$ cat src/rtl/temp_sensor_pkg.sv
`default_nettype none
// ============================================================================
// Module   : temp_sensor_pkg
// Brief    : Frame layout, FSM encoding and decode helper for the
//            MAX6675-style thermocouple reader.
// Revision : 1.0 - initial release
// ============================================================================
package temp_sensor_pkg;

    localparam int FRAME_W   = 16;
    localparam int TEMP_MSB  = 14;
    localparam int TEMP_LSB  = 5;
    localparam int OPEN_BIT  = 2;
    localparam int ID_BIT    = 1;
    localparam int DUMMY_BIT = 15;
    localparam int RAW_W     = TEMP_MSB - TEMP_LSB + 1;

    localparam logic [7:0] FAIL_TEMP = 8'hFF;

    typedef enum logic [1:0] {
        ST_WAIT   = 2'd0,
        ST_SETUP  = 2'd1,
        ST_SHIFT  = 2'd2,
        ST_UPDATE = 2'd3
    } state_t;

    typedef struct packed {
        logic [7:0] temp;
        logic       fault;
    } reading_t;

    // Framing errors and open thermocouple both collapse to the fail-safe value.
    function automatic reading_t decode_frame(input logic [FRAME_W-1:0] frame);
        reading_t         r;
        logic [RAW_W-1:0] raw;
        raw = frame[TEMP_MSB:TEMP_LSB];
        if (frame[DUMMY_BIT] || frame[ID_BIT] || frame[OPEN_BIT]) begin
            r.temp  = FAIL_TEMP;
            r.fault = 1'b1;
        end else begin
            r.fault = 1'b0;
            r.temp  = (|raw[RAW_W-1:8]) ? FAIL_TEMP : raw[7:0];
        end
        return r;
    endfunction

endpackage
`default_nettype wire

$ cat src/rtl/temp_sensor_reader_sck_tick_gen.sv
`default_nettype none
// ============================================================================
// Module   : sck_tick_gen
// Brief    : Half-period tick for SCK; counts CLK_DIV cycles while enabled.
// Revision : 1.0 - initial release
// ============================================================================
module sck_tick_gen #(
    parameter int CLK_DIV = 50
) (
    input  logic clk_i,
    input  logic rst_i,
    input  logic i_en,
    output logic o_tick
);

    localparam int                  c_cnt_w = $clog2(CLK_DIV);
    localparam logic [c_cnt_w-1:0]  c_last  = c_cnt_w'(CLK_DIV - 1);

    logic [c_cnt_w-1:0] r_cnt;

    assign o_tick = i_en && (r_cnt == c_last);

    // Cleared whenever disabled so every frame starts on a full half-period.
    always_ff @(posedge clk_i) begin
        if (rst_i || !i_en || o_tick) begin
            r_cnt <= '0;
        end else begin
            r_cnt <= r_cnt + 1'b1;
        end
    end

endmodule
`default_nettype wire

$ cat src/rtl/temp_sensor_reader.sv
`default_nettype none
// ============================================================================
// Module   : temp_sensor_reader
// Brief    : Free-running SPI master reading a MAX6675-style thermocouple
//            converter and publishing an 8-bit integer temperature.
// Revision : 1.0 - initial release
// ============================================================================
module temp_sensor_reader
    import temp_sensor_pkg::*;
#(
    parameter int CLK_DIV   = 50,
    parameter int CONV_WAIT = 25_000_000
) (
    input  logic       clk_i,
    input  logic       rst_i,
    input  logic       miso_i,
    output logic       sck_o,
    output logic       cs_n_o,
    output logic [7:0] temp_o,
    output logic       valid_o,
    output logic       fault_o,
    output logic       busy_o
);

    localparam int                 c_wait_w    = $clog2(CONV_WAIT + 1);
    localparam logic [c_wait_w-1:0] c_wait_last = c_wait_w'(CONV_WAIT - 1);

    state_t               r_state;
    state_t               w_state_nxt;
    logic [1:0]           r_sync;
    logic                 w_miso_s;
    logic [c_wait_w-1:0]  r_wait_cnt;
    logic [c_wait_w-1:0]  w_wait_nxt;
    logic [3:0]           r_bit_cnt;
    logic [3:0]           w_bit_nxt;
    logic                 r_sck;
    logic                 w_sck_nxt;
    logic                 w_shift;
    logic                 w_update;
    logic                 w_tick;
    logic                 w_active;
    logic [FRAME_W-1:0]   r_frame;
    logic [7:0]           r_temp;
    logic                 r_fault;
    logic                 r_valid;
    reading_t             w_reading;

    assign w_miso_s  = r_sync[1];
    assign w_active  = (r_state == ST_SETUP) || (r_state == ST_SHIFT);
    assign w_reading = decode_frame(r_frame);

    assign cs_n_o  = ~w_active;
    assign busy_o  = w_active;
    assign sck_o   = r_sck;
    assign temp_o  = r_temp;
    assign fault_o = r_fault;
    assign valid_o = r_valid;

    sck_tick_gen #(
        .CLK_DIV (CLK_DIV)
    ) u_tick (
        .clk_i  (clk_i),
        .rst_i  (rst_i),
        .i_en   (w_active),
        .o_tick (w_tick)
    );

    always_ff @(posedge clk_i) begin
        if (rst_i) begin
            r_state <= ST_WAIT;
        end else begin
            r_state <= w_state_nxt;
        end
    end

    always_comb begin
        w_state_nxt = r_state;
        w_wait_nxt  = '0;
        w_bit_nxt   = r_bit_cnt;
        w_sck_nxt   = r_sck;
        w_shift     = 1'b0;
        w_update    = 1'b0;
        case (r_state)
            ST_WAIT: begin
                if (r_wait_cnt == c_wait_last) begin
                    w_state_nxt = ST_SETUP;
                end else begin
                    w_wait_nxt = r_wait_cnt + 1'b1;
                end
            end
            ST_SETUP: begin
                if (w_tick) begin
                    w_state_nxt = ST_SHIFT;
                    w_sck_nxt   = 1'b1;
                    w_bit_nxt   = 4'd15;
                    w_shift     = 1'b1;
                end
            end
            ST_SHIFT: begin
                // Data is captured on the same edge that raises SCK.
                if (w_tick) begin
                    if (r_sck) begin
                        w_sck_nxt = 1'b0;
                    end else if (r_bit_cnt == 4'd0) begin
                        w_state_nxt = ST_UPDATE;
                    end else begin
                        w_sck_nxt = 1'b1;
                        w_bit_nxt = r_bit_cnt - 1'b1;
                        w_shift   = 1'b1;
                    end
                end
            end
            ST_UPDATE: begin
                w_state_nxt = ST_WAIT;
                w_update    = 1'b1;
            end
            default: begin
                w_state_nxt = ST_WAIT;
            end
        endcase
    end

    always_ff @(posedge clk_i) begin
        if (rst_i) begin
            r_sync     <= '0;
            r_wait_cnt <= '0;
            r_bit_cnt  <= '0;
            r_sck      <= 1'b0;
            r_frame    <= '0;
            r_temp     <= '0;
            r_fault    <= 1'b0;
            r_valid    <= 1'b0;
        end else begin
            r_sync     <= {r_sync[0], miso_i};
            r_wait_cnt <= w_wait_nxt;
            r_bit_cnt  <= w_bit_nxt;
            r_sck      <= w_sck_nxt;
            r_valid    <= w_update;
            if (w_shift) begin
                r_frame <= {r_frame[FRAME_W-2:0], w_miso_s};
            end
            if (w_update) begin
                r_temp  <= w_reading.temp;
                r_fault <= w_reading.fault;
            end
        end
    end

endmodule
`default_nettype wire

$ cat config.mk
export PLATFORM = sky130hd
export DESIGN_NAME = temp_sensor_reader
export DESIGN_NICKNAME = d
export VERILOG_FILES = /design/src/rtl/temp_sensor_pkg.sv /design/src/rtl/temp_sensor_reader_sck_tick_gen.sv /design/src/rtl/temp_sensor_reader.sv
export SDC_FILE = /design/constraint.sdc
export NUM_CORES = 1
export LEC_CHECK = 0
export ABC_AREA = 1
export ABC_CLOCK_PERIOD_IN_PS = 1600
export CAP_MARGIN = 0
export CELL_PAD_IN_SITES_DETAIL_PLACEMENT = 1
export CELL_PAD_IN_SITES_GLOBAL_PLACEMENT = 1
export CORE_ASPECT_RATIO = 0.5
export CORE_MARGIN = 2
export CORE_UTILIZATION = 40
export CTS_BUF_LIST = sky130_fd_sc_hd__clkbuf_2
export DETAILED_ROUTE_END_ITERATION = 8
export GPL_TIMING_DRIVEN = 0
export PLACE_DENSITY = 0.8
export SYNTH_ARGS = -nofsm -noshare
export SYNTH_HDL_FRONTEND = slang
export SYNTH_HIERARCHICAL = 1
export SYNTH_SLANG_ARGS = --single-unit
$ cat constraint.sdc
create_clock -name clk_i -period 1.6 [get_ports clk_i]
set_input_delay 0.16 -clock clk_i [delete_from_list [all_inputs] [get_ports clk_i]]
set_output_delay 0.16 -clock clk_i [all_outputs]
set_load 0.02 [all_outputs]
== Word-level counts from Yosys, hierarchy flattened ==
Index checks and enable logic that the tools add are counted.
Widths: inputs -> output; s select.

* Register bits: 66
* Latch bits: 0
* Bits in writable memories: 0
* Memory bits (read-only): 0
* Bits of input ports: 3
* Output and inout bits: 13
* Word-level logic and storage cells: 63
* Memories: 0

* Add/sub/neg operators: 3
* $mul: 0
* Divide/modulo/power cells: 0
* Order comparisons: 0
* Eq/ne operators: 11
* Shift operators: 0
* Mux-type cells: 22
* Bitwise gates (word level): 2
* Reduce and logical (&&, ||, !) cells: 15

{| class="wikitable"
|+ Operators with widths
! cell !! number
|-
| $add 25x1->25 const B || 1
|-
| $eq 25x25->1 const B || 1
|-
| $mux 4 || 4
|-
| $mux 2 || 5
|-
| $reduce_and 5->1 || 2
|-
| $mux 9 || 1
|-
| $mux 8 || 1
|-
| $pmux 2 s4 || 1
|-
| $pmux 4 s2 || 1
|-
| $mux 1 || 7
|-
| $add 6x1->6 const B || 1
|-
| $eq 6x6->1 const B || 1
|-
| $ne 2x1->1 const B || 3
|-
| $ne 2x2->1 const B || 3
|-
| $logic_or 1x1->1 || 5
|-
| $eq 2x2->1 const B || 2
|-
| $logic_not 4->1 || 1
|-
| $pmux 1 s2 || 2
|-
| $sub 4x1->4 const B || 1
|-
| $reduce_and 3->1 || 1
|-
| $reduce_or 3->1 || 1
|-
| $eq 2x1->1 const B || 1
|-
| $logic_not 2->1 || 1
|-
| $not 1->1 || 2
|-
| other kinds (4) || 4
|}

== Depth between registers and ports, before layout ==
Gate-level depths: netlist of the first run.

* Depth in word-level cells: 5
* Gate-level depth with buffers: 13
* Depth with buffers taken out: 13

== Hierarchy ==
Netlist of the first run, hierarchy kept.

{| class="wikitable"
|+ By module, submodules not included
! module !! instances !! cells each !! area each (um^2) !! seq. area each (um^2)
|-
| temp_sensor_reader || 1 || 381 || 2,753.9 || 1,201.2
|-
| sck_tick_gen || 1 || 38 || 290.3 || 120.1
|}

== Worst setup path after synthesis of the first run ==
No wires, ideal clock.

* Kind: register to register
* Start point: register r_state[1]
* End point: register r_frame[5]
* Library setup time: 0.116 ns
* Data arrival time: 1.763 ns
* Required time: 1.484 ns
* Setup slack: -0.279 ns
* Cell stages (with the launch flop): 13
* Buffers on the path: 1
* Period minus slack after synthesis: 1.879 ns
* Path through: dfxtp_1 -> inv_1 -> ha_1 -> nand2_1 -> inv_1 -> nand3_2 -> inv_1 -> o21ai_2 -> nor2_1 -> nand2_1 -> buf_2 -> o21ai_0 -> nor2_1

* Cells in the longest elaborated chain, start to end: 5
* Elaborated cells on any way between the ends: 7
* Classes of those cells: eq/ne: 2; mux: 3; reduce/logical: 2

{| class="wikitable"
|+ RTL lines
! what !! RTL line !! text
|-
| start: declaration || temp_sensor_reader.sv:28 || <nowiki>state_t r_state;</nowiki>
|-
| start signal: assignment || temp_sensor_reader.sv:72 || <nowiki>r_state <= w_state_nxt;</nowiki>
|-
| $eq 2x1->1 or $eq 2x2->1 (tied branches) || temp_sensor_reader.sv:49 || <nowiki>assign w_active = (r_state == ST_SETUP) || (r_state == ST_SHIFT);</nowiki>
|-
| $logic_or 1x1->1 (*) || temp_sensor_reader.sv:49 ||
|-
| named net busy_o || temp_sensor_reader.sv:22 || <nowiki>output logic busy_o</nowiki>
|-
| $logic_and 1x1->1 (*) || temp_sensor_reader_sck_tick_gen.sv:21 || <nowiki>assign o_tick = i_en && (r_cnt == c_last);</nowiki>
|-
| named net w_tick || temp_sensor_reader.sv:40 || <nowiki>logic w_tick;</nowiki>
|-
| $mux 1 (on tied branches) || temp_sensor_reader.sv:101, temp_sensor_reader.sv:92 ||
|-
| $pmux 1 s2 (*) || temp_sensor_reader.sv:83 || <nowiki>case (r_state)</nowiki>
|-
| end signal: assignment || temp_sensor_reader.sv:140 || <nowiki>r_frame <= {r_frame[FRAME_W-2:0], w_miso_s};</nowiki>
|-
| end: declaration || temp_sensor_reader.sv:42 || <nowiki>logic [FRAME_W-1:0] r_frame;</nowiki>
|}

The timed path passes the listed nets; every way through them passes the cells marked *.
A chain may end at the register's enable or synchronous reset.

== Final worst setup path of the first run ==
* Start point: register r_state[0]
* End point: register r_frame[6]

* Cells in the longest elaborated chain, start to end: 5
* Elaborated cells on any way between the ends: 7
* Classes of those cells: eq/ne: 2; mux: 3; reduce/logical: 2

{| class="wikitable"
|+ RTL lines
! what !! RTL line
|-
| $eq 2x1->1 or $eq 2x2->1 (tied branches) || temp_sensor_reader.sv:49
|-
| $logic_or 1x1->1 (*) || temp_sensor_reader.sv:49
|-
| $logic_and 1x1->1 (*) || temp_sensor_reader_sck_tick_gen.sv:21
|-
| named net w_tick || temp_sensor_reader.sv:40
|-
| $mux 1 (on tied branches) || temp_sensor_reader.sv:101, temp_sensor_reader.sv:92
|-
| $pmux 1 s2 (*) || temp_sensor_reader.sv:83
|}

Marks and branches as above.

==> summary.md, run 1 <==
| Metric | Value |
|---|---|
| Vias in the first global route | `2855` |
| H-tree levels | `3` |
| Startpoint types | `flop` |
| Reg2reg path depth | `13` |
| Worst Path Arrival | `2.24 ns` |
| Initial DRC count | `107` |
| GRT Total Usage | `0.210` |
| Syn. warnings | `6` |
| Skew-Pair Late Insertion Delay | `0.54 ns` |
| Cell count along the critical path | `13` |
| Post-Route WL | `8.23 mm` |
| Routability Congestion | `0.829` |
| Core Box Area | `0.00735 sq mm` |
| Final cell count without fillers | `568` |
| IO Pins | `16` |
| DRT antenna net count | `0` |
| Dpl ws | `-0.285 ns` |
| CTS root buf | `clkbuf_2` |
| Area grow syn2layout | `26.6%` |
| Crit path buf inv count | `5` |
| Final HPWL DP | `5.14 mm` |
| Synth unique cells | `35` |
| Avg WL per Cell | `14.5 microns` |
| Layout net count | `480` |
| Largest net degree at the start of global routing | `11` |
| Filler cells | `920` |
| Drt pass-1 iters | `4` |
| Max-slew headroom | `0.567` |
| Final Critical Period | `1.77 ns` |
| Number of max-cap violations | `0` |
| Vias | `2818` |
| Crit path kind | `flop to flop` |
| Sequential-to-total area share from yosys stat | `0.434` |
| Register area | `0.00133 sq mm` |
| HP Class | `primary input to flop` |
| Mapped Cells | `419` |
| Proportion of layout cells with a drive suffix above 1 | `0.265` |
| Final worst slack | `-0.173 ns` |
| Placed cells | `530` |
| N_diodes | `0` |
| VDD IR max | `0.586 mV` |
| Lkg Pwr | `1.51 nW` |
| TritonCTS clock tree | `done` |
| Register bit total from synthesis | `66` |
| Slew @ Worst Pin | `0.648 ns` |
| Crit-path slowest cell | `dfxtp_2` |
| Final Max Tran Viols | `0` |
| Syn nets | `430` |
| Gate power share | `0.034` |
| Power Dens Cells | `702 mW/mm^2` |
| DRC | `0` |
| Die area | `0.00837 sq mm` |
| Peak Freq | `0.564 GHz` |
| Setup violators final | `25` |
| Clock power share | `0.351` |
| Via/cell ratio | `4.96` |
| RSZ-0062 raised after global routing | `true` |
| Sequential power share | `0.615` |
| CTS Hold Bufs | `0` |
| Failing checks | `setup timing` |
| Mapped Area | `0.00304 sq mm` |
| NetSw | `0.000658 W` |
| Total grt overflow | `0` |
| First-pass GRT wire length | `13.6 mm` |
| Sw Share | `0.243` |
| Syn_area_per_cell | `7.27 sq um` |
| Worst-path clk slew | `0.19 ns` |
| CTS Buf Count | `9` |
| Initial antenna violation count | `0` |
| Critical path required time | `2.07 ns` |
| Initial Util | `0.414` |
| Row count | `22` |
| Hold Crit Depth | `3` |
| Port Buffers | `15` |
| Worst-path fanout max | `5` |
| Final Hold Viols | `0` |
| Clock Path Buffers | `2` |
| Crit path cell chain | `inv_2 -> ha_4 -> nand2_2 -> inv_2 -> nand3_4 -> inv_4 -> o21ai_4 -> nor2_4 -> nand2_4 -> inv_4 -> buf_6 -> nor2_1 -> nor2_1` |
| Final setup skew | `0.0319 ns` |
| CP max stage delay | `0.38 ns` |
| Cell family with most CP delay | `simple AND/OR/NAND/NOR gates` |
| Status | `complete, but fails checks` |
| Die Y | `65.7 microns` |
| CP Capture Type | `flop` |
| Clock sinks | `66` |
| Die extent in x | `127 microns` |
| Multi-input logic area | `0.00170 sq mm` |
| Hold slack | `0.135 ns` |
| Power Internal | `0.00205 W` |
| Period utilization | `1.11` |
-- cell usage after synthesis --
library cell,number,area [sq um]
a21oi_1,29,145
a21oi_2,1,8.76
a31oi_1,2,12.5
buf_1,1,3.75
buf_2,1,5.00
buf_4,1,7.51
buf_6,2,22.5
clkbuf_1,3,11.3
clkbuf_2,1,5.00
dfxtp_1,66,1320
ha_1,8,100
inv_1,49,184
inv_2,1,3.75
nand2_1,77,289
nand2_2,3,18.8
nand2_4,1,11.3
nand3_1,14,70.1
nand3_2,3,30.0
nand3b_1,3,22.5
nand4_1,3,18.8
nor2_1,81,304
nor2_2,4,25.0
nor2_4,4,45.0
nor3_1,9,45.0
nor3_2,1,10.0
nor3b_1,2,15.0
o21ai_0,29,145
o21ai_1,2,10.0
o21ai_2,1,8.76
o21bai_1,1,7.51
o31ai_1,1,7.51
o31ai_2,1,12.5
or2_0,2,12.5
xnor2_1,4,35.0
xor2_1,8,70.1
-- worst register-to-register path: cells and delay by family (launching register included) --
kind	cells	cell delay, ns
AND/OR/NAND/NOR	6	0.52
buffers and inverters	5	0.43
flip-flops	1	0.38
adder cells (fa/ha/maj)	1	0.29
AO/OA/AOI/OAI	1	0.09
-- logic make-up after synthesis --
kind of cell    count (synthesis)  share of synthesized area
buf+inv                        59                     0.0797
flops                          66                      0.434
xor+xnor                       12                     0.0345
compound gates                 67                      0.118
fa+ha+maj                       8                     0.0329
simple gates                  207                      0.301
-- routing by layer --
layer / track usage / vias up / routed length (microns) / part of all wire
li1: - / 1426 / - / -
met1: 0.244 / 1349 / 3810 / 0.46
met2: 0.367 / 31 / 4010 / 0.49
met3: 0.0749 / 12 / 270 / 0.033
met4: 0.0646 / 0 / 144 / 0.017
met5: 0 / - / 0 / 0
-- state kept, by name (all words and copies together), names as in the netlist --
| register | cells |
|---|---|
| fault_o | 1 |
| r_bit_cnt | 4 |
| r_frame | 16 |
| r_state | 2 |
| r_sync | 2 |
| r_wait_cnt | 25 |
| sck_o | 1 |
| temp_o | 8 |
| u_tick/r_cnt | 6 |
| valid_o | 1 |
-- final timing paths --
path                            startpoint    endpoint  slack [ns]
worst min register to register   r_sync[0]   r_sync[1]        0.42
worst min-delay path                miso_i   r_sync[0]        0.13
worst max-delay path            r_state[0]  r_frame[6]       -0.17
worst max register to register  r_state[0]  r_frame[6]       -0.17
-- power groups by stage --
stage | sequential [W] | clock (W) | combinational (W)
3_5_place_dp | 0.00169 | 0 | 0.0000681
6_report | 0.00166 | 0.000950 | 0.0000913
5_1_grt | 0.00167 | 0.00106 | 0.000101
3_3_place_gp | 0.00169 | 0 | 0.0000658
4_1_cts | 0.00166 | 0.000990 | 0.0000853
2_1_floorplan | 0.00169 | 0 | 0.0000447
-- cells in the final DEF, fill, tap and decap left out, drive strengths merged --
| master | count |
|---|---|
| nor2 | 89 |
| nand2 | 81 |
| dfxtp | 66 |
| inv | 50 |
| o21ai | 32 |
| a21oi | 30 |
| buf | 30 |
| nand3 | 17 |
| clkbuf | 16 |
| dlygate4sd2 | 11 |
| nor3 | 10 |
| xor2 | 8 |
| ha | 8 |
| xnor2 | 4 |
| nand4 | 3 |
| nand3b | 3 |
| a31oi | 2 |
| nor3b | 2 |
| clkdlybuf4s50 | 2 |
| o31ai | 2 |
| or2 | 2 |
| clkinv | 1 |
| clkinvlp | 1 |
| bufinv | 1 |
| o21bai | 1 |
-- layout make-up --
type                    instances  area share
repair buffers                 39      0.0886
plain buffers                   9      0.0175
flip-flops and latches         66       0.345
well taps                      96      0.0312
inverters                      50      0.0500
multi-input cells             294       0.442
clock buffers                  11      0.0143
clock inverters                 3      0.0110
-- through the flow --
| stage | setup TNS [ns] | total power [W] | cell area [sq um] | util |
|---|---|---|---|---|
| after floorplan | -0.245 | 0.00174 | 3070 | - |
| after global placement | -7.02 | 0.00176 | 3340 | 0.455 |
| after detailed placement | -9.24 | 0.00176 | 3340 | 0.455 |
| after CTS | -1.20 | 0.00273 | 3680 | 0.501 |
| after global routing | -4.68 | 0.00282 | 3850 | 0.524 |
| final | -2.41 | 0.00270 | 3850 | 0.524 |
-- what timing repair did --
action / CTS / global route
setup endpoints to repair: 61 / 58
resized for setup: 70 / 41
gates cloned: 2 / 0
pin swaps: 15 / 14
buffers inserted: 16 / 6
Note: power is estimated with default switching activity, not from simulation.
==> run 2: changes to the inputs <==
- SKIP_CTS_REPAIR_TIMING: not set -> 1
==> run 2 against run 1 <==
  * The run still ends with setup timing left
  * Global-route usage shrank 2.2 points
  * Final area shrank 0.58%
  * Non-clock buffer count shrank 4
  * First-iteration DRC count shrank 20%
  * Largest cell class unchanged
  * Critical path type unchanged
==> summary.md, run 2 (same netlist as run 1, synthesis figures left out) <==
| Metric | Value |
|---|---|
| Status | `complete, but fails checks` |
| Failing checks | `setup timing` |
| TritonCTS clock tree | `done` |
| Initial DRC count | `86` |
| GRT Max-Usage Layer | `met2` |
| Avg WL per Cell | `14.2 microns` |
| Port Buffers | `15` |
| Reg2reg path depth | `12` |
| Total grt overflow | `0` |
| Slew @ Worst Pin | `0.775 ns` |
| Crit-path slowest cell | `dfxtp_2` |
| Lkg Pwr | `1.66 nW` |
| Worst-path fanout max | `7` |
| Placed cells | `530` |
| Crit path cell chain | `inv_2 -> ha_4 -> nand2_2 -> inv_2 -> nand3_2 -> inv_2 -> o21ai_4 -> nor2_2 -> nand2_4 -> buf_6 -> o21ai_1 -> nor2_1` |
| Row count | `22` |
| Period utilization | `1.13` |
| N_diodes | `0` |
| Final Max Tran Viols | `0` |
| Max reg flops | `25` |
| Critical path required time | `2.04 ns` |
| RSZ-0062 raised after global routing | `true` |
| Skew-Pair Late Insertion Delay | `0.55 ns` |
| Hold Crit Depth | `3` |
| CTS root buf | `clkbuf_2` |
| Initial antenna violation count | `0` |
| Number of max-cap violations | `0` |
| M3 GR Usage | `0.0708` |
| Die extent in x | `127 microns` |
| Global routing usage on met1 | `0.229` |
| Area grow syn2layout | `25.9%` |
| Layout net count | `476` |
| DRC | `0` |
| IO Pins | `16` |
| Die area | `0.00837 sq mm` |
| CP Capture Type | `flop` |
| Met2 Use GR | `0.316` |
| CTS Buf Count | `9` |
| Post-Route WL | `8.01 mm` |
| Setup violators final | `25` |
| First-pass GRT wire length | `12.2 mm` |
| CP max stage delay | `0.41 ns` |
| Final Hold Viols | `0` |
| Final worst slack | `-0.215 ns` |
| Worst Path Arrival | `2.25 ns` |
| Core Box Area | `0.00735 sq mm` |
| Largest Register | `r_wait_cnt` |
| Final HPWL DP | `5.14 mm` |
| Vias in the first global route | `2610` |
| Via/cell ratio | `4.94` |
| Die Y | `65.7 microns` |
| GRT Total Usage | `0.187` |
| Vias | `2784` |
| Peak Freq | `0.551 GHz` |
| Largest net degree at the start of global routing | `11` |
| Most frequent cells in the layout | `nor2_1 (72), nand2_1 (71), dfxtp_1 (59)` |
| Most common cell after layout, fill and taps aside | `nor2_1` |
| Final Util | `0.521` |
| VDD IR max | `0.409 mV` |
| HP Class | `primary input to flop` |
| Startpoint types | `flop` |
| Clock sinks | `66` |
| H-tree levels | `3` |
| Max-slew headroom | `0.480` |
| Initial Util | `0.414` |
| Proportion of layout cells with a drive suffix above 1 | `0.212` |
| Routability Congestion | `0.829` |
| Crit path kind | `flop to flop` |
| Clock Path Buffers | `2` |
| Final setup skew | `0.0381 ns` |
| Power Dens Cells | `711 mW/mm^2` |
| Final Critical Period | `1.81 ns` |
| Hold slack | `0.135 ns` |
| Final cell count without fillers | `564` |
| Drt pass-1 iters | `4` |
| Worst-path clk slew | `0.20 ns` |
| CP most frequent cell | `inv_2` |
| DRT antenna net count | `0` |
## run 2: cell count changes in the layout (fill, tap and decap cells not counted), sizes merged
| cell | change |
|---|---|
| clkbuf | +1 |
| dlygate4sd2 | -11 |
| buf | -5 |
| dlymetal6s2s | +11 |
## run 2: path summary, 6_finish.rpt
kind	start	endpoint	slack, ns
max	r_state[1]	r_frame[6]	-0.21
min	miso_i	r_sync[0]	0.13
max reg2reg	r_state[1]	r_frame[6]	-0.21
min reg2reg	r_sync[0]	r_sync[1]	0.42
## run 2: layout make-up
| type | count | area, sq um |
|---|---|---|
| tap | 96 | 120 |
| timing repair buffer | 35 | 384 |
| fill | 915 | 3520 |
| multi-input combinational | 294 | 1630 |
| sequential | 66 | 1330 |
| clock buffer | 11 | 55.1 |
| clock inverter | 3 | 42.5 |
| buffer | 9 | 73.8 |
| inverter | 50 | 193 |
## run 2: per-layer routing
| layer | vias up | share of wire |
|---|---|---|
| met1 | 1318 | 0.47 |
| met3 | 15 | 0.029 |
| met2 | 26 | 0.48 |
| met4 | 0 | 0.017 |
| li1 | 1425 | - |
| met5 | - | 0 |
## run 2: where the power goes
part | total, W | leakage, nW | internal [W] | switching [W]
sequential | 0.00166 | 0.536 | 0.00165 | 0.00000824
combinational | 0.0000985 | 1.06 | 0.0000445 | 0.0000541
clock | 0.000962 | 0.0639 | 0.000355 | 0.000607
total | 0.00272 | 1.66 | 0.00205 | 0.000670
## run 2: through the flow
stage          power (W)  worst slack [ns]  TNS (ns)  instance area (sq um)
3_5_place_dp     0.00176            -0.285     -9.24                   3340
2_1_floorplan    0.00174           -0.0260    -0.245                   3070
5_1_grt          0.00283            -0.360     -7.32                   3830
6_report         0.00272            -0.215     -3.62                   3830
3_3_place_gp     0.00176            -0.275     -7.02                   3340
4_1_cts          0.00272            -0.558    -11.89                   3440
## run 2: worst max-delay path: cells and delay by family (launching register included)
family | cells | cell delay, ns
compound gates | 2 | 0.20
fa+ha+maj | 1 | 0.29
buf+inv | 4 | 0.36
flops | 1 | 0.41
simple gates | 5 | 0.44
==> run 3: changes to the inputs <==
- ABC_AREA: 1 -> not set
- ABC_CLOCK_PERIOD_IN_PS: 1600 -> 1850
- CAP_MARGIN: 0 -> 20
- PLACE_DENSITY: 0.8 -> 0.74
- clock period: 1.6 -> 1.85 ns (I/O delays scaled with it)
==> run 3 against run 2 <==
  * The run still ends with setup timing left
  * Maximum frequency fell by 7.8%
  * Worst hold slack improved by 0.036 ns
  * First-iteration DRC count fell by 5.8%
  * Via count fell by 12%
  * Non-clock buffer count rose by 7
  * Die area fell by 6.0%
  * Combinational power rose to 3.2 times the previous value
  * Critical endpoint is now r_wait_cnt[24]
  * Critical path type unchanged
  * Count of clock-buffer cells in the layout fell by 2
  * Critical path depth fell by 7
  * Wire length fell by 2.2%
  * Register-to-register slack improved by 0.096 ns
  * Flip-flop and latch count did not move
==> summary.md, run 3 <==
| Metric | Value |
|---|---|
| Crit path cell chain | `nand4_1 -> or3_1 -> buf_6 -> or4_4 -> a21oi_2` |
| Clock sinks | `66` |
| Layout net count | `371` |
| Initial Util | `0.421` |
| Syn. warnings | `6` |
| Row count | `21` |
| Period utilization | `1.06` |
| Post-Route WL | `7.83 mm` |
| HP Class | `primary input to flop` |
| Die Y | `63.7 microns` |
| DRC | `0` |
| Placed cells | `416` |
| Final setup skew | `0.0180 ns` |
| Sequential-to-total area share from yosys stat | `0.463` |
| Hold Crit Depth | `2` |
| Initial antenna violation count | `0` |
| Largest area contributor in the netlist | `dfxtp_1` |
| Most frequent cells in the layout | `dfxtp_1 (46), nand2_1 (30), nor2_1 (25)` |
| Largest Register | `r_wait_cnt` |
| Filler cells | `771` |
| Clock Path Buffers | `2` |
| Register bit total from synthesis | `66` |
| Worst-path fanout max | `10` |
| Cell count along the critical path | `5` |
| Final HPWL DP | `4.80 mm` |
| IO Pins | `16` |
| RSZ-0062 raised after global routing | `true` |
| Synth unique cells | `48` |
| Most common cell after layout, fill and taps aside | `dfxtp_1` |
| Avg WL per Cell | `17.1 microns` |
| Mapped Area | `0.00285 sq mm` |
| Die extent in x | `123 microns` |
| Top area cells in the synthesized netlist | `dfxtp_1 (46%), mux2i_1 (5.6%), xnor2_1 (4.6%), nand2_1 (4.1%), a21oi_1 (3.9%)` |
| H-tree levels | `3` |
| Post-route setup TNS | `-0.724 ns` |
| Routability Congestion | `0.711` |
| Startpoint types | `flop` |
| Final Util | `0.556` |
| Vias in the first global route | `2477` |
| Reg2reg path depth | `5` |
| Largest net degree at the start of global routing | `12` |
| N_diodes | `0` |
| Top cells by count, synth | `dfxtp_1 (66), nand2_1 (31), nor2_1 (27)` |
| TritonCTS clock tree | `done` |
| Syn_area_per_cell | `9.23 sq um` |
| Crit-path slowest cell | `or4_4` |
| GRT Total Usage | `0.188` |
| CP Capture Type | `flop` |
| Power Internal | `0.00189 W` |
| Port Buffers | `15` |
| Max reg flops | `25` |
| Gate power share | `0.120` |
| VDD IR max | `0.905 mV` |
| Die area | `0.00786 sq mm` |
| Clock power share | `0.319` |
| CTS Buf Count | `9` |
| NetSw | `0.000740 W` |
| Sequential power share | `0.560` |
| Ys flop type | `dfxtp_1` |
| Sw Share | `0.282` |
| Final worst slack | `-0.119 ns` |
| Max-slew headroom | `0.309` |
| Crit path buf inv count | `1` |
| Lkg Pwr | `1.29 nW` |
| Area grow syn2layout | `32.3%` |
| Syn nets | `320` |
| CTS root buf | `clkbuf_2` |
| Synth top area share | `0.463` |
| Status | `complete, but fails checks` |
| Post-layout power | `0.00263 W` |
| Critical path required time | `2.35 ns` |
| Hold slack | `0.171 ns` |
| Final cell count without fillers | `457` |
| Crit path kind | `flop to flop` |
| First-pass GRT wire length | `11.3 mm` |
| Setup violators final | `23` |
| Core Box Area | `0.00678 sq mm` |
| Worst Path Arrival | `2.47 ns` |
| Proportion of layout cells with a drive suffix above 1 | `0.307` |
| Total grt overflow | `0` |
| Ys async rst share | `0` |
| Drt pass-1 iters | `4` |
| Worst-path clk slew | `0.19 ns` |
| Failing checks | `setup timing` |
| Cell with the most instances after synthesis | `dfxtp_1` |
| Power Dens Cells | `696 mW/mm^2` |
| Final Hold Viols | `0` |
| CP max stage delay | `0.52 ns` |
| Final Critical Period | `1.97 ns` |
| Peak Freq | `0.508 GHz` |
| Final Max Tran Viols | `0` |
| Initial DRC count | `81` |
| Number of max-cap violations | `0` |
| Via/cell ratio | `5.37` |
| Skew-Pair Late Insertion Delay | `0.55 ns` |
| Mapped Cells | `309` |
| Number of flops mapped to enable cells by yosys | `0` |
| Cell family with most CP delay | `simple AND/OR/NAND/NOR gates` |
| Slew @ Worst Pin | `1.03 ns` |
| Vias | `2454` |
| DRT antenna net count | `0` |
[run 3: changes by cell type after synthesis, moves of 8 or more]
cell     previous run  this run
nor2_1             81        27
nand2_1            77        31
inv_1              49        12
o21ai_0            29         6
mux2i_1             0        16
xnor2_1             4        15
nor2b_1             0         8
[run 3: metrics by stage]
stage	setup slack, ns	area (sq um)
after global routing	-0.140	3770
after global placement	-0.187	3150
final	-0.119	3770
after detailed placement	-0.259	3150
after floorplan	-0.0122	2890
after CTS	-0.403	3260
[run 3: path summary, 6_finish.rpt]
kind                                        to           start  slack, ns
worst min-delay path                 r_sync[0]          miso_i       0.17
worst min register to register   r_wait_cnt[0]   r_wait_cnt[0]       0.46
worst max-delay path            r_wait_cnt[24]  r_wait_cnt[10]      -0.12
worst max register to register  r_wait_cnt[24]  r_wait_cnt[10]      -0.12
[run 3: power by group through the flow]
stage	Combinational (W)	Clock [W]	Sequential, W
6_report	0.000315	0.000839	0.00147
5_1_grt	0.000340	0.000943	0.00148
4_1_cts	0.000214	0.000863	0.00147
3_5_place_dp	0.000214	0	0.00150
3_3_place_gp	0.000204	0	0.00150
2_1_floorplan	0.000150	0	0.00150
[run 3: cell families (layout without fill, tap and decap cells)]
family                     after synthesis  count (layout)  share of synthesized area
and+or+nand+nor                        122             122                      0.229
AOI/OAI and AO/OA                       53              53                      0.115
DFF                                     66              66                      0.463
adders and majority gates                8               8                     0.0351
muxes                                   17              17                     0.0601
buffers and inverters                   24              80                     0.0382
xor gates and xnor gates                19              19                     0.0584
[run 3: layout make-up]
class,count,area [sq um],area share
plain buffers,11,105,0.0279
clock inverters,7,60.1,0.0159
well taps,92,115,0.0305
clock buffers,9,45.0,0.0119
repair buffers,40,359,0.0952
inverters,13,51.3,0.0136
multi-input cells,219,1670,0.442
flip-flops and latches,66,1370,0.363
[run 3: metal layers]
metal  vias to the layer above  wire (microns)  share of wire  track usage
met5                         -               0              0            0
met4                         0             252          0.032       0.0653
met3                        23             287          0.037       0.0734
met2                        34            4020           0.51        0.330
met1                      1198            3270           0.42        0.205
li1                       1199               -              -            -
